**src/rtl/datapath_player_pkg.sv**
```systemverilog
// Shared screen geometry, ship placement constants and move decode for the player datapath.
package datapath_player_pkg;

  localparam logic [7:0] SCREEN_W  = 8'd160;
  localparam logic [6:0] SCREEN_H  = 7'd120;
  localparam logic [1:0] SHIP_W    = 2'd2;
  localparam logic [6:0] SHIP_H    = 7'd3;

  localparam logic [2:0] COL_BLACK = 3'b000;
  localparam logic [2:0] COL_WHITE = 3'b111;

  localparam logic [7:0] X_POS     = 8'd10;
  localparam logic [6:0] Y_INIT    = 7'd58;
  localparam logic [6:0] Y_MIN     = 7'd0;
  localparam logic [6:0] Y_MAX     = SCREEN_H - SHIP_H;
  localparam logic [6:0] STEP      = 7'd1;

  typedef enum logic [1:0] {
    MV_HOLD = 2'd0,
    MV_UP   = 2'd1,
    MV_DOWN = 2'd2
  } move_e;

  // Conflicting strobes cancel so the ship never jitters.
  function automatic move_e decode_move(input logic up, input logic down);
    move_e m;
    case ({up, down})
      2'b10:   m = MV_UP;
      2'b01:   m = MV_DOWN;
      default: m = MV_HOLD;
    endcase
    return m;
  endfunction

endpackage

```
**src/rtl/datapath_player_if.sv**
```systemverilog
// Control-FSM <-> player datapath bundle: move strobes, sprite pixel request, VGA pixel and ship status.
interface datapath_player_if;
  import datapath_player_pkg::*;

  logic       y_pos_mod;
  logic       y_neg_mod;
  logic       add_x;
  logic [1:0] add_y;
  logic [2:0] colour;
  logic       write_en;
  logic [7:0] x_out;
  logic [6:0] y_out;
  logic [2:0] colour_out;
  logic       plot;
  logic [6:0] ship_y;
  logic       at_top;
  logic       at_bottom;

  modport master (
    output y_pos_mod, y_neg_mod, add_x, add_y, colour, write_en,
    input  x_out, y_out, colour_out, plot, ship_y, at_top, at_bottom
  );

  modport slave (
    input  y_pos_mod, y_neg_mod, add_x, add_y, colour, write_en,
    output x_out, y_out, colour_out, plot, ship_y, at_top, at_bottom
  );

endinterface

```
**src/rtl/datapath_player_sat_step.sv**
```systemverilog
// Combinational saturating +/-STEP on the ship's top row, clamped to [Y_MIN, Y_MAX].
module datapath_player_sat_step
  import datapath_player_pkg::*;
(
  input  logic [6:0] i_y,
  input  move_e      i_move,
  output logic [6:0] o_y_next
);

  logic [7:0] w_y8;
  logic [7:0] w_lo_lim;
  logic [7:0] w_hi_lim;

  // Widened to 8 bits so STEP arithmetic near either bound cannot wrap.
  assign w_y8     = {1'b0, i_y};
  assign w_lo_lim = {1'b0, Y_MIN} + {1'b0, STEP};
  assign w_hi_lim = {1'b0, Y_MAX} - {1'b0, STEP};

  always_comb begin
    o_y_next = i_y;
    case (i_move)
      MV_UP: begin
        if (w_y8 < w_lo_lim) o_y_next = Y_MIN;
        else                 o_y_next = i_y - STEP;
      end
      MV_DOWN: begin
        if (w_y8 > w_hi_lim) o_y_next = Y_MAX;
        else                 o_y_next = i_y + STEP;
      end
      default: o_y_next = i_y;
    endcase
  end

endmodule

```
**src/rtl/datapath_player.sv**
```systemverilog
// Player datapath: ship row register plus a one-cycle pixel stage that turns sprite
// offsets into absolute VGA coordinates.
module datapath_player
  import datapath_player_pkg::*;
(
  input  logic               clk,
  input  logic               reset_n,
  datapath_player_if.slave   bus
);

  logic [6:0] r_ship_y;
  logic       r_at_top;
  logic       r_at_bottom;
  logic [7:0] r_x_out;
  logic [6:0] r_y_out;
  logic [2:0] r_colour_out;
  logic       r_plot;

  logic [6:0] w_y_next;
  move_e      w_move;
  logic       w_draw;

  assign w_move = decode_move(bus.y_pos_mod, bus.y_neg_mod);
  assign w_draw = bus.write_en && (bus.add_y != 2'd3);

  datapath_player_sat_step u_sat_step (
    .i_y      (r_ship_y),
    .i_move   (w_move),
    .o_y_next (w_y_next)
  );

  always_ff @(posedge clk or negedge reset_n) begin
    if (!reset_n) begin
      r_ship_y    <= Y_INIT;
      r_at_top    <= (Y_INIT == Y_MIN);
      r_at_bottom <= (Y_INIT == Y_MAX);
    end else begin
      r_ship_y    <= w_y_next;
      r_at_top    <= (w_y_next == Y_MIN);
      r_at_bottom <= (w_y_next == Y_MAX);
    end
  end

  // Pixel rows are taken from y_next so a move and the draw in the same cycle agree.
  always_ff @(posedge clk or negedge reset_n) begin
    if (!reset_n) begin
      r_x_out      <= 8'd0;
      r_y_out      <= 7'd0;
      r_colour_out <= 3'd0;
      r_plot       <= 1'b0;
    end else if (w_draw) begin
      r_x_out      <= X_POS + {7'd0, bus.add_x};
      r_y_out      <= w_y_next + {5'd0, bus.add_y};
      r_colour_out <= bus.colour;
      r_plot       <= 1'b1;
    end else begin
      r_plot       <= 1'b0;
    end
  end

  assign bus.x_out      = r_x_out;
  assign bus.y_out      = r_y_out;
  assign bus.colour_out = r_colour_out;
  assign bus.plot       = r_plot;
  assign bus.ship_y     = r_ship_y;
  assign bus.at_top     = r_at_top;
  assign bus.at_bottom  = r_at_bottom;

endmodule
```
**src/flat_wrapper.sv**
```systemverilog
// flat-port wrapper written by rule: the top's interface ports become plain ports
module datapath_player_flat import datapath_player_pkg::*;
  (clk, reset_n, bus_y_pos_mod, bus_y_neg_mod, bus_add_x, bus_add_y, bus_colour, bus_write_en, bus_x_out, bus_y_out, bus_colour_out, bus_plot, bus_ship_y, bus_at_top, bus_at_bottom);
  datapath_player_if bus_i ();
  input  logic clk;
  input  logic reset_n;
  input wire logic [$bits(bus_i.y_pos_mod)-1:0] bus_y_pos_mod;
  input wire logic [$bits(bus_i.y_neg_mod)-1:0] bus_y_neg_mod;
  input wire logic [$bits(bus_i.add_x)-1:0] bus_add_x;
  input wire logic [$bits(bus_i.add_y)-1:0] bus_add_y;
  input wire logic [$bits(bus_i.colour)-1:0] bus_colour;
  input wire logic [$bits(bus_i.write_en)-1:0] bus_write_en;
  output wire logic [$bits(bus_i.x_out)-1:0] bus_x_out;
  output wire logic [$bits(bus_i.y_out)-1:0] bus_y_out;
  output wire logic [$bits(bus_i.colour_out)-1:0] bus_colour_out;
  output wire logic [$bits(bus_i.plot)-1:0] bus_plot;
  output wire logic [$bits(bus_i.ship_y)-1:0] bus_ship_y;
  output wire logic [$bits(bus_i.at_top)-1:0] bus_at_top;
  output wire logic [$bits(bus_i.at_bottom)-1:0] bus_at_bottom;
  assign bus_i.y_pos_mod = bus_y_pos_mod;
  assign bus_i.y_neg_mod = bus_y_neg_mod;
  assign bus_i.add_x = bus_add_x;
  assign bus_i.add_y = bus_add_y;
  assign bus_i.colour = bus_colour;
  assign bus_i.write_en = bus_write_en;
  assign bus_x_out = bus_i.x_out;
  assign bus_y_out = bus_i.y_out;
  assign bus_colour_out = bus_i.colour_out;
  assign bus_plot = bus_i.plot;
  assign bus_ship_y = bus_i.ship_y;
  assign bus_at_top = bus_i.at_top;
  assign bus_at_bottom = bus_i.at_bottom;
  datapath_player u_core (.clk(clk), .reset_n(reset_n), .bus(bus_i));
endmodule
```
**config.mk**
```make
export PLATFORM = sky130hd
export DESIGN_NAME = datapath_player_flat
export DESIGN_NICKNAME = d
export VERILOG_FILES = /design/src/rtl/datapath_player_pkg.sv /design/src/rtl/datapath_player_if.sv /design/src/rtl/datapath_player_sat_step.sv /design/src/rtl/datapath_player.sv /design/src/flat_wrapper.sv
export SDC_FILE = /design/constraint.sdc
export NUM_CORES = 1
export LEC_CHECK = 0
export CORE_MARGIN = 8
export CORE_UTILIZATION = 51
export CTS_CLUSTER_DIAMETER = 30
export DETAILED_ROUTE_END_ITERATION = 7
export GPL_TIMING_DRIVEN = 0
export MAX_ROUTING_LAYER = met4
export PLACE_DENSITY = 0.84
export SETUP_SLACK_MARGIN = 0.3
export SYNTH_ARGS = -nofsm -noshare
export SYNTH_HDL_FRONTEND = slang
export SYNTH_HIERARCHICAL = 1
export SYNTH_SLANG_ARGS = --single-unit
```
**constraint.sdc**
```tcl
create_clock -name clk -period 6.9 [get_ports clk]
set_input_delay 1.38 -clock clk [delete_from_list [all_inputs] [get_ports clk]]
set_output_delay 1.38 -clock clk [all_outputs]
set_load 0.01 [all_outputs]
```
**Word-level counts from Yosys, hierarchy flattened**

Index checks and enable logic that the tools add are counted.
W data, S select, Z words.

- Output and inout port bits: 28
- Bits in registers: 28
- Logic and storage cells: 26
- Bits of input ports: 11

- Add/subtract/negate cells: 4
- Reduce and logical (&&, ||, !) cells: 2
- Equality and inequality tests: 6
- Order comparisons: 2
- Muxes and demuxes: 5

Operators with widths:

| kind | number |
|---|---|
| $mux W7 | 2 |
| $pmux W7 S2 | 1 |
| $add A7 B1 Y7 const B | 1 |
| $add A7 B2 Y7 | 1 |
| $eq A7 B7 Y1 const B | 1 |
| $gt A7 B7 Y1 const B | 1 |
| $logic_not A7 Y1 | 1 |
| $lt A7 B1 Y1 const B | 1 |
| $sub A7 B1 Y7 const B | 1 |
| $add A4 B1 Y5 const A | 1 |
| $eq A2 B1 Y1 const B | 2 |
| $eq A2 B2 Y1 const B | 2 |
| $pmux W2 S2 | 1 |
| $ne A2 B2 Y1 const B | 1 |
| $logic_and A1 B1 Y1 | 1 |
| $mux W1 | 1 |

**Depth between registers and ports, before layout**

Gate-level depths: netlist of run 1.

- Word-level depth: 5
- Gate-level depth with buffers: 12
- Gate-level depth less buffers: 12

**Hierarchy**

Netlist of run 1, hierarchy kept.

Modules (own cells, without submodules):

| module | area each (sq um) | cells an instance | seq. area each (sq um) | times used |
|---|---|---|---|---|
| datapath_player | 925.9 | 87 | 555.5 | 1 |
| datapath_player_sat_step | 474.2 | 66 | 0.0 | 1 |

**Worst setup path after synthesis of run 1**

OpenSTA, ideal clock, no wires.

- Path type: input to register
- Start point: input bus_y_pos_mod
- End point: register u_core.r_y_out[6], in the netlist u_core/bus.y_out[6]
- Setup slack: 2.967 ns
- Setup time: 0.082 ns
- Cell stages on the path: 12
- Buffers on the path: 1
- Data required time: 6.818 ns
- Data arrival time: 3.852 ns
- Cells stage by stage: nor2b_1 > inv_1 > ha_1 > clkbuf_1 > a211oi_1 > o21bai_1 > ha_1 > inv_1 > fa_1 > nand3b_2 > or3_1 > a31oi_1

- Word-level cells in the longest chain between the ends: 5
- Elaborated cells between the ends (all ways): 7
- Those cells by class: add/sub (1); eq/ne (4); mux (2)

RTL lines:

| what | line | text |
|---|---|---|
| start: declaration | flat_wrapper.sv:7 | `input wire logic [$bits(bus_i.y_pos_mod)-1:0] bus_y_pos_mod;` |
| $eq A2 B1 Y1 / $eq A2 B2 Y1 (equally long branches) | datapath_player_pkg.sv:27 | `case ({up, down})` |
| $pmux W2 S2 (*) | datapath_player_pkg.sv:27 |  |
| $eq A2 B2 Y1 / $eq A2 B1 Y1 (equally long branches) | datapath_player_sat_step.sv:21 | `case (i_move)` |
| $pmux W7 S2 (*) | datapath_player_sat_step.sv:21 |  |
| named net u_core.w_y_next[0] | datapath_player.sv:19 | `logic [6:0] w_y_next;` |
| $add A7 B2 Y7 (*) | datapath_player.sv:53 | `r_y_out <= w_y_next + {5'd0, bus.add_y};` |
| end signal: assignment | datapath_player.sv:53 |  |
| end: declaration | datapath_player.sv:15 | `logic [6:0] r_y_out;` |

Mark *: on every way through the listed nets, which the timed path passes. The rest lies on a longest branch.
A chain may end at the register's enable or synchronous reset.

**Final worst setup path of run 1**

- Start point: input bus_y_pos_mod
- End point: register u_core.r_y_out[6], in the netlist u_core/bus.y_out[6]

- Word-level cells in the longest chain between the ends: 5
- Elaborated cells between the ends (all ways): 7
- Those cells by class: add/sub (1); eq/ne (4); mux (2)

RTL lines:

| what | line | text |
|---|---|---|
| $eq A2 B1 Y1 / $eq A2 B2 Y1 (equally long branches) | datapath_player_pkg.sv:27 |  |
| $pmux W2 S2 (*) | datapath_player_pkg.sv:27 |  |
| named net u_core.w_move[0] | datapath_player.sv:20 | `move_e w_move;` |
| $eq A2 B2 Y1 / $eq A2 B1 Y1 (equally long branches) | datapath_player_sat_step.sv:21 |  |
| $pmux W7 S2 (*) | datapath_player_sat_step.sv:21 |  |
| named net u_core.w_y_next[0] | datapath_player.sv:19 |  |
| $add A7 B2 Y7 (*) | datapath_player.sv:53 |  |

Marks and branches as above.

==> report_table.html, run 1 <==
<table>
<tr><th>Metric</th><th>Value</th></tr>
<tr><th colspan="2">STA</th></tr>
<tr><td>Maximum achievable frequency</td><td>approximately 220 MHz</td></tr>
<tr><td>Final worst path period share</td><td>65.41%</td></tr>
<tr><td>Setup repair after global routing missed its margin</td><td>false</td></tr>
<tr><td>Post-layout minimum cycle time</td><td>around 4.5 ns</td></tr>
<tr><td>Slew HR</td><td>37.21%</td></tr>
<tr><td>Transition at the pin with the smallest max-transition slack</td><td>0.9390 ns</td></tr>
<tr><td>Number of slew-limit violations in the final report</td><td>0</td></tr>
<tr><td>Count of endpoints failing hold in the final timing report</td><td>0</td></tr>
<tr><td>Setup Total Neg Slack</td><td>0 ns</td></tr>
<tr><td>Worst Hold Slack</td><td>0.4941 ns</td></tr>
<tr><td>Total setup violations reported at the end of the flow</td><td>0</td></tr>
<tr><td>Max Clock Skew</td><td>just over 0.005 ns</td></tr>
<tr><th colspan="2">Finish</th></tr>
<tr><td>Number of filler cells placed in the layout</td><td>216</td></tr>
<tr><td>Combined flip-flop and latch cell area</td><td>555.5 um2</td></tr>
<tr><td>Final cell count without fillers</td><td>225</td></tr>
<tr><td>Area of the multi-input gates</td><td>721.9 um2</td></tr>
<tr><td>Layout cells sized above 1</td><td>around an eighth</td></tr>
<tr><td>Post-Route Utilization</td><td>about two thirds</td></tr>
<tr><td>NumNets Final</td><td>approximately 210</td></tr>
<tr><td>Diode count</td><td>0</td></tr>
<tr><td>Area growth syn-to-layout</td><td>31.19%</td></tr>
<tr><th colspan="2">Floorplanning</th></tr>
<tr><td>CORE AREA</td><td>around 2700 um2</td></tr>
<tr><td>Die Y</td><td>68.40 um</td></tr>
<tr><td>Floorplan die width</td><td>68.40 um</td></tr>
<tr><td>Initial core utilization</td><td>52.12%</td></tr>
<tr><td>Core Rows</td><td>19</td></tr>
<tr><td>Number of I/O pins</td><td>39</td></tr>
<tr><td>Floorplan die area</td><td>between 4000 and 5000 um2</td></tr>
<tr><th colspan="2">Detailed routing</th></tr>
<tr><td>Count of nets left with antenna violations after detail routing</td><td>0</td></tr>
<tr><td>M1 wire length</td><td>1451 um</td></tr>
<tr><td>DR WL/cell</td><td>15.64 um</td></tr>
<tr><td>Total via count in the routed design</td><td>1248</td></tr>
<tr><td>Top routing layer in use</td><td>met4</td></tr>
<tr><td>First-iteration detailed-routing DRC count</td><td>~140</td></tr>
<tr><td>Final wirelength</td><td>3518 um</td></tr>
<tr><td>Residual DRC</td><td>0</td></tr>
<tr><td>Average via count per standard cell</td><td>5.547</td></tr>
<tr><td>Routed wire length on met2</td><td>1826 um</td></tr>
<tr><td>Met3 WL</td><td>between 200 and 250 um</td></tr>
<tr><td>Detailed-routing iteration count for the pre-antenna-repair pass</td><td>4</td></tr>
<tr><th colspan="2">Clocking</th></tr>
<tr><td>Number of buffers inserted for hold repair after clock tree synthesis</td><td>0</td></tr>
<tr><td>Clock tree from TritonCTS</td><td>built</td></tr>
<tr><td>Number of levels in the clock H-tree</td><td>1</td></tr>
<tr><td>Number of cells upsized or downsized after cts</td><td>0</td></tr>
<tr><td>Largest buffer count on any clock path</td><td>2</td></tr>
<tr><td>Number of buffers added by the clock tree synthesis step</td><td>3</td></tr>
<tr><td>CTS sink count</td><td>22</td></tr>
<tr><td>Clk root buf</td><td>sky130_fd_sc_hd__clkbuf_4</td></tr>
<tr><td>Setup Buffers After CTS</td><td>0</td></tr>
<tr><td>Clock Latency Late Sink</td><td>roughly 0.30 ns</td></tr>
<tr><td>Clock edge transition at the registers on the reported setup and hold paths</td><td>approximately 0.12 ns</td></tr>
<tr><th colspan="2">Yosys</th></tr>
<tr><td>Share of synthesized area occupied by flip-flops and latches</td><td>39.68%</td></tr>
<tr><td>Cell type contributing the most total cell area after synthesis</td><td>sky130_fd_sc_hd__dfrtp_1</td></tr>
<tr><td>Post-Synthesis Cell Area</td><td>1400 um2</td></tr>
<tr><td>Number of enable flip-flop cells after synthesis</td><td>0</td></tr>
<tr><td>Number of storage elements in the synthesis netlist</td><td>22</td></tr>
<tr><td>Synth Flop Type</td><td>sky130_fd_sc_hd__dfrtp_1</td></tr>
<tr><td>Top-area cell type share of the netlist area</td><td>about a third</td></tr>
<tr><td>Synthesized area divided by synthesized cell count</td><td>9.151 um2</td></tr>
<tr><td>Cell types occupying the most area after synthesis</td><td>sky130_fd_sc_hd__dfrtp_1, sky130_fd_sc_hd__dfstp_2, sky130_fd_sc_hd__nand2_1</td></tr>
<tr><td>Async S/R FF share, synth</td><td>100.0%</td></tr>
<tr><td>Synth warnings</td><td>6</td></tr>
<tr><td>Gate Count Post-Synth</td><td>153</td></tr>
<tr><td>Unique cell type count in the Yosys netlist</td><td>between 40 and 50</td></tr>
<tr><th colspan="2">GRT</th></tr>
<tr><td>Antenna violations before repair</td><td>0</td></tr>
<tr><td>Number of global-route vias before repair</td><td>1312</td></tr>
<tr><td>Aggregate global routing overflow</td><td>0</td></tr>
<tr><td>First-pass GRT wire length</td><td>5989 um</td></tr>
<tr><td>Overall Global Routing Usage</td><td>approximately 17%</td></tr>
<tr><td>Maximum number of pins on one net before global-route repair</td><td>23</td></tr>
<tr><th colspan="2">Critical path</th></tr>
<tr><td>Arrival time worst endpoint</td><td>4.75 ns</td></tr>
<tr><td>Data required time at the worst endpoint</td><td>between 7 and 8 ns</td></tr>
<tr><td>Worst Setup End Kind</td><td>register</td></tr>
<tr><td>CP max FO</td><td>10</td></tr>
<tr><td>Critical path class</td><td>in2reg</td></tr>
<tr><td>Element type at the critical path start</td><td>input port</td></tr>
<tr><th colspan="2">Placed design</th></tr>
<tr><td>HPWL reported at the end of detailed placement</td><td>2725 um</td></tr>
<tr><td>Routability congestion estimate from global placement</td><td>around 0.8</td></tr>
<tr><td>Count of port buffers added during placement</td><td>33</td></tr>
<tr><td>Number of placed instances with taps included</td><td>221</td></tr>
<tr><th colspan="2">Pwr</th></tr>
<tr><td>Worst vdd ir</td><td>~230 uV</td></tr>
<tr><td>Total power per unit cell area</td><td>about 320 nW/um2</td></tr>
<tr><td>Overall power after layout</td><td>0.5969 mW</td></tr>
<tr><td>Leakage</td><td>slightly above 0.8 nW</td></tr>
<tr><th colspan="2">Flow run</th></tr>
<tr><td>Max-capacitance violation count</td><td>0</td></tr>
<tr><th colspan="2">Outcome</th></tr>
<tr><td>Outcome</td><td>complete, no violations</td></tr>
<tr><th colspan="2">Worst hold path</th></tr>
<tr><td>Hold WC Path Type</td><td>reg2reg</td></tr>
</table>
## per-layer routing
layer,vias to the layer above,GRT usage (%)
li1,603,-
met1,594,19.29
met2,47,29.38
met3,4,4.092
met4,0,2.813
met5,-,-
## stage by stage
| stage | cell area (um2) | worst slack, ns |
|---|---|---|
| global placement | 1784 | 2.187 |
| CTS | 1837 | 2.420 |
| floorplan | 1415 | 2.967 |
| finish | 1837 | 2.387 |
| detailed placement | 1784 | 2.090 |
| global route | 1837 | 2.222 |
## cells in the mapped netlist, types with 2 or more instances
cell and n:
sky130_fd_sc_hd__nand2_1 27, sky130_fd_sc_hd__dfrtp_1 18, sky130_fd_sc_hd__inv_1 10, sky130_fd_sc_hd__buf_4 8, sky130_fd_sc_hd__ha_1 6, sky130_fd_sc_hd__nor2_1 6, sky130_fd_sc_hd__nand3_1 5, sky130_fd_sc_hd__o21ai_0 5
sky130_fd_sc_hd__a21oi_1 4, sky130_fd_sc_hd__dfstp_2 4, sky130_fd_sc_hd__nor4_1 4, sky130_fd_sc_hd__o21ai_1 4, sky130_fd_sc_hd__a31oi_1 3, sky130_fd_sc_hd__nand2b_1 3, sky130_fd_sc_hd__nor2b_1 3, sky130_fd_sc_hd__o211ai_1 3
sky130_fd_sc_hd__or3_1 3, sky130_fd_sc_hd__xor2_1 3, sky130_fd_sc_hd__buf_2 2, sky130_fd_sc_hd__buf_6 2, sky130_fd_sc_hd__clkbuf_1 2, sky130_fd_sc_hd__mux2i_1 2, sky130_fd_sc_hd__nand4_1 2, sky130_fd_sc_hd__nor3_2 2
sky130_fd_sc_hd__or4_1 2
## cells by family (layout without fill, tap and decap cells)
family                     count (synthesis)  after routing  synth area share (%)
and+or+nand+nor                           62             62                 24.04
AOI/OAI and AO/OA                         32             32                 16.09
buffers and inverters                     24             61                 9.831
DFF                                       22             22                 39.68
adders and majority gates                  7              7                 6.792
xor gates and xnor gates                   3              3                 1.877
muxes                                      2              2                 1.430
other                                      1              5                0.2678
## power by group
part           leakage, nW  internal [mW]  switching, mW  total (mW)
clock               0.0279         0.0587         0.0379      0.0966
combinational        0.517          0.147          0.162       0.309
sequential           0.267          0.167         0.0250       0.192
total                0.812          0.372          0.225       0.597
## critical path, stage by stage
cell and delay, ns:
sky130_fd_sc_hd__clkdlybuf4s50_1 0.47, sky130_fd_sc_hd__nor2b_1 0.19, sky130_fd_sc_hd__inv_1 0.06, sky130_fd_sc_hd__ha_1 0.39, sky130_fd_sc_hd__clkbuf_1 0.41, sky130_fd_sc_hd__a21oi_1 0.08, sky130_fd_sc_hd__o21bai_1 0.31, sky130_fd_sc_hd__ha_1 0.24
sky130_fd_sc_hd__inv_1 0.06, sky130_fd_sc_hd__fa_1 0.39, sky130_fd_sc_hd__nand3b_2 0.25, sky130_fd_sc_hd__or3_1 0.37, sky130_fd_sc_hd__a31oi_1 0.16
## final timing paths
path	endpoint	depth (start not counted)	slack (ns)	startpoint
worst max-delay path	u_core/bus.y_out[6]	13	2.39	bus_y_pos_mod
worst min-delay path	u_core/bus.colour_out[0]	2	0.49	u_core/bus.colour_out[0]
worst max register to register	u_core/bus.y_out[6]	12	3.62	u_core/bus.ship_y[1]
worst min register to register	u_core/bus.colour_out[0]	2	0.49	u_core/bus.colour_out[0]
max in group asynchronous	u_core/bus.y_out[5]	1	4.74	reset_n
min in group asynchronous	u_core/bus.colour_out[0]	1	1.59	reset_n
## cell type report
type	count	share of cell area, %
inverter	10	2.044
sequential	22	30.25
clock inverter	1	1.635
buffer	14	5.450
clock buffer	3	1.226
timing repair buffer	33	17.98
multi-input combinational	111	39.31
tap	31	2.112
## state kept, by name, summed over array words and instances, names as in the netlist
name / count
u_core/bus.plot: 1
u_core/bus.ship_y: 7
u_core/bus.x_out: 2
u_core/bus.y_out: 7
u_core/bus.at_bottom: 1
u_core/bus.at_top: 1
u_core/bus.colour_out: 3
## cells in the final DEF, fill, tap and decap left out, drive strengths merged, types with 2 or more instances in the layout
cell type	Yosys	layout
mux2i	2	2
conb	1	5
nand2b	3	3
nand4	2	2
clkbuf	2	5
clkdlybuf4s50	0	33
or3	3	3
buf	12	12
nor2	6	6
inv	10	10
nor3	2	2
a21bo	2	2
nor4	5	5
o211ai	3	3
a21oi	4	4
xor2	3	3
dfrtp	18	18
nand2	27	27
o21ai	9	9
ha	6	6
a31oi	3	3
dfstp	4	4
nor2b	3	3
or4	2	2
nand3	5	5
Note: power is estimated with default switching activity, not from simulation.
==> run 2, diff against run 1 <==
Settings changed: CORE_UTILIZATION 51 to 47, PLACE_DENSITY 0.84 to 0.79.
Clock period 6.9 ns to 4.4 ns, I/O delays scaled along.
==> report_table.html, run 2 (synthesis results as in run 1) <==
<table>
<tr><th>Metric</th><th>Value</th></tr>
<tr><th colspan="2">Finish</th></tr>
<tr><td>Diode count</td><td>0 (unchanged)</td></tr>
<tr><td>Commonest cells after routing, fill and taps aside</td><td>sky130_fd_sc_hd__clkdlybuf4s50_1, sky130_fd_sc_hd__nand2_1, sky130_fd_sc_hd__dfrtp_1</td></tr>
<tr><td>Area growth syn-to-layout</td><td>30.56%</td></tr>
<tr><td>Number of filler cells placed in the layout</td><td>260 (+20%)</td></tr>
<tr><td>Layout cells sized above 1</td><td>13.92% (+1.0 points)</td></tr>
<tr><td>Area of the multi-input gates</td><td>725.7 um2 (+0.52%)</td></tr>
<tr><td>Most common library cell in the layout ignoring fill and taps</td><td>sky130_fd_sc_hd__clkdlybuf4s50_1</td></tr>
<tr><td>Post-Route Utilization</td><td>61.91% (-6.5 points)</td></tr>
<tr><td>Combined flip-flop and latch cell area</td><td>555.5 um2 (unchanged)</td></tr>
<tr><td>NumNets Final</td><td>213 (unchanged)</td></tr>
<tr><th colspan="2">Clocking</th></tr>
<tr><td>Clk root buf</td><td>sky130_fd_sc_hd__clkbuf_4</td></tr>
<tr><td>Clock edge transition at the registers on the reported setup and hold paths</td><td>0.13 ns (about the same)</td></tr>
<tr><td>Clock Latency Late Sink</td><td>0.31 ns (about the same)</td></tr>
<tr><td>Setup Buffers After CTS</td><td>0 (unchanged)</td></tr>
<tr><td>Number of buffers added by the clock tree synthesis step</td><td>3 (unchanged)</td></tr>
<tr><td>Clock tree from TritonCTS</td><td>built</td></tr>
<tr><td>Largest buffer count on any clock path</td><td>2 (unchanged)</td></tr>
<tr><td>Number of levels in the clock H-tree</td><td>1 (unchanged)</td></tr>
<tr><td>CTS sink count</td><td>22 (unchanged)</td></tr>
<tr><th colspan="2">Critical path</th></tr>
<tr><td>Worst setup path start</td><td>bus_y_pos_mod</td></tr>
<tr><td>Reg-to-reg startpoint</td><td>u_core/bus.ship_y[1]</td></tr>
<tr><td>CP cell instances</td><td>clkdlybuf4s50_1 -&gt; nor2b_1 -&gt; inv_1 -&gt; ha_1 -&gt; clkbuf_2 -&gt; a211oi_1 -&gt; o21bai_2 -&gt; ha_1 -&gt; inv_1 -&gt; fa_1 -&gt; nand3b_2 -&gt; or3_1 -&gt; a31oi_1</td></tr>
<tr><td>Logic depth of the worst path, buffers included</td><td>13 (unchanged)</td></tr>
<tr><td>Reg2reg path depth</td><td>12 (unchanged)</td></tr>
<tr><td>Worst Setup End Kind</td><td>register</td></tr>
<tr><td>CP max FO</td><td>10 (unchanged)</td></tr>
<tr><td>Element type at the critical path start</td><td>input port</td></tr>
<tr><td>Kind of cell with the highest combined delay on the critical path</td><td>adder cells</td></tr>
<tr><td>Slowest-stage cell, CP</td><td>sky130_fd_sc_hd__clkdlybuf4s50_1</td></tr>
<tr><td>Arrival time worst endpoint</td><td>4.13 ns (-0.62 ns)</td></tr>
<tr><td>Crit path buffers/inverters</td><td>4 (unchanged)</td></tr>
<tr><td>Data required time at the worst endpoint</td><td>4.64 ns (-2.50 ns)</td></tr>
<tr><td>Critical path class</td><td>in2reg</td></tr>
<tr><td>Largest stage delay, worst path</td><td>0.47 ns (about the same)</td></tr>
<tr><th colspan="2">Detailed routing</th></tr>
<tr><td>Detailed-routing iteration count for the pre-antenna-repair pass</td><td>4 (unchanged)</td></tr>
<tr><td>Total via count in the routed design</td><td>1260 (+0.96%)</td></tr>
<tr><td>DR WL/cell</td><td>15.07 um (-3.6%)</td></tr>
<tr><td>First-iteration detailed-routing DRC count</td><td>66 (-52%)</td></tr>
<tr><td>Final wirelength</td><td>3421 um (-2.8%)</td></tr>
<tr><td>Residual DRC</td><td>0 (unchanged)</td></tr>
<tr><td>Count of nets left with antenna violations after detail routing</td><td>0 (unchanged)</td></tr>
<tr><td>Average via count per standard cell</td><td>5.551 (about the same)</td></tr>
<tr><th colspan="2">Worst hold path</th></tr>
<tr><td>Number of cells traversed by the worst hold path</td><td>2 (unchanged)</td></tr>
<tr><td>Hold WC Path Type</td><td>reg2reg</td></tr>
<tr><td>Worst hold path startpoint</td><td>u_core/bus.x_out[0]</td></tr>
<tr><th colspan="2">STA</th></tr>
<tr><td>Total setup violations reported at the end of the flow</td><td>0 (unchanged)</td></tr>
<tr><td>Number of slew-limit violations in the final report</td><td>0 (unchanged)</td></tr>
<tr><td>Transition at the pin with the smallest max-transition slack</td><td>0.9362 ns (-0.002746 ns)</td></tr>
<tr><td>Setup repair after global routing missed its margin</td><td>false</td></tr>
<tr><td>Count of endpoints failing hold in the final timing report</td><td>0 (unchanged)</td></tr>
<tr><td>Maximum achievable frequency</td><td>257.2 MHz</td></tr>
<tr><td>Setup Total Neg Slack</td><td>0 ns (unchanged)</td></tr>
<tr><td>Slew HR</td><td>37.39% (+0.18 points)</td></tr>
<tr><td>Post-layout minimum cycle time</td><td>3.888 ns</td></tr>
<tr><td>Max Clock Skew</td><td>0.01315 ns (+0.008128 ns)</td></tr>
<tr><td>Final worst path period share</td><td>around nine tenths</td></tr>
<tr><th colspan="2">Floorplanning</th></tr>
<tr><td>Floorplan die area</td><td>4982 um2 (+6.5%)</td></tr>
<tr><td>CORE AREA</td><td>2953 um2 (+9.9%)</td></tr>
<tr><td>Die Y</td><td>70.58 um (+3.2%)</td></tr>
<tr><td>Core Rows</td><td>20 (+1)</td></tr>
<tr><td>Number of I/O pins</td><td>39 (unchanged)</td></tr>
<tr><td>Initial core utilization</td><td>47.42% (-4.7 points)</td></tr>
<tr><td>Floorplan die width</td><td>70.58 um (+3.2%)</td></tr>
<tr><th colspan="2">Pwr</th></tr>
<tr><td>Leakage</td><td>0.8124 nW (about the same)</td></tr>
<tr><td>Worst vdd ir</td><td>250.6 uV (+11%)</td></tr>
<tr><td>Total power per unit cell area</td><td>486.5 nW/um2 (+50%)</td></tr>
<tr><th colspan="2">Placed design</th></tr>
<tr><td>HPWL reported at the end of detailed placement</td><td>2672 um (-2.0%)</td></tr>
<tr><td>Count of port buffers added during placement</td><td>33 (unchanged)</td></tr>
<tr><td>Routability congestion estimate from global placement</td><td>0.7987 (-2.1%)</td></tr>
<tr><th colspan="2">GRT</th></tr>
<tr><td>Antenna violations before repair</td><td>0 (unchanged)</td></tr>
<tr><td>Aggregate global routing overflow</td><td>0 (unchanged)</td></tr>
<tr><td>Maximum number of pins on one net before global-route repair</td><td>23 (unchanged)</td></tr>
<tr><td>Number of global-route vias before repair</td><td>1353 (+3.1%)</td></tr>
<tr><td>First-pass GRT wire length</td><td>5865 um (-2.1%)</td></tr>
<tr><td>Overall Global Routing Usage</td><td>14.36% (-2.5 points)</td></tr>
<tr><th colspan="2">Flow run</th></tr>
<tr><td>Max-capacitance violation count</td><td>0 (unchanged)</td></tr>
<tr><th colspan="2">Outcome</th></tr>
<tr><td>Outcome</td><td>complete, no violations</td></tr>
</table>
run 2: changes by cell type in the layout (fill, tap and decap cells not counted):
cell / previous run / this run
sky130_fd_sc_hd__bufinv_16: 1 / 0
sky130_fd_sc_hd__clkbuf_1: 2 / 1
sky130_fd_sc_hd__clkbuf_2: 0 / 1
sky130_fd_sc_hd__clkbuf_8: 0 / 1
sky130_fd_sc_hd__o21bai_1: 1 / 0
sky130_fd_sc_hd__o21bai_2: 0 / 1
run 2: repair_timing:
| action | CTS | global route |
|---|---|---|
| hold buffers | 0 | 0 |
| resized for setup | 0 | 3 |
| endpoints found under the setup margin | 0 | 1 |
run 2: per-stage QoR:
step	power [mW]	area (um2)	worst slack, ns	std cells	hold slack (ns)
6_report	0.8894	1828	0.5124	227	0.4959
5_1_grt	0.9540	1828	0.3048	227	0.5273
4_1_cts	0.8912	1823	0.3523	227	0.4965
3_5_place_dp	0.7789	1787	0.02294	223	0.4609
3_3_place_gp	0.7717	1787	0.07182	223	0.4610
2_1_floorplan	0.5956	1415	0.9665	157	0.5139
run 2: report_power, final:
part	switching [mW]	total (mW)	internal [mW]
clock network	0.0604	0.111	0.0505
registers	0.0404	0.302	0.261
logic	0.246	0.477	0.231
total	0.347	0.889	0.543
run 2: worst reg2reg max path: stages, from the launching register on:
cell,delay (ns)
sky130_fd_sc_hd__dfstp_2,0.60
sky130_fd_sc_hd__inv_1,0.06
sky130_fd_sc_hd__ha_1,0.21
sky130_fd_sc_hd__nor2b_1,0.16
sky130_fd_sc_hd__o2111a_1,0.30
sky130_fd_sc_hd__a21oi_1,0.11
sky130_fd_sc_hd__o21bai_2,0.22
sky130_fd_sc_hd__ha_1,0.21
sky130_fd_sc_hd__inv_1,0.06
sky130_fd_sc_hd__fa_1,0.40
sky130_fd_sc_hd__nand3b_2,0.26
sky130_fd_sc_hd__or3_1,0.38
sky130_fd_sc_hd__a31oi_1,0.18
run 2: metal layers:
layer / vias to the layer above / GRT usage, % / wire length (um)
met1: 586 / 16.84 / 1563
met3: 10 / 2.260 / 181
li1: 608 / - / -
met4: 0 / 6.467 / 64
met2: 56 / 23.71 / 1611
met5: - / - / 0
run 2: layout make-up:
class	instances	share of cell area [%]
multi-input combinational	111	39.70
buffer	14	5.544
timing repair buffer	33	18.07
clock buffer	4	1.985
inverter	10	2.053
tap	33	2.259
sequential	22	30.39
run 2: final timing paths:
| kind | end | slack, ns |
|---|---|---|
| worst min register to register | u_core/bus.x_out[0] | 0.50 |
| worst max register to register | u_core/bus.y_out[6] | 1.21 |
| worst max-delay path | u_core/bus.y_out[6] | 0.51 |
| max in group asynchronous | u_core/bus.x_out[1] | 2.74 |
| worst min-delay path | u_core/bus.x_out[0] | 0.50 |
| min in group asynchronous | u_core/bus.colour_out[0] | 1.07 |
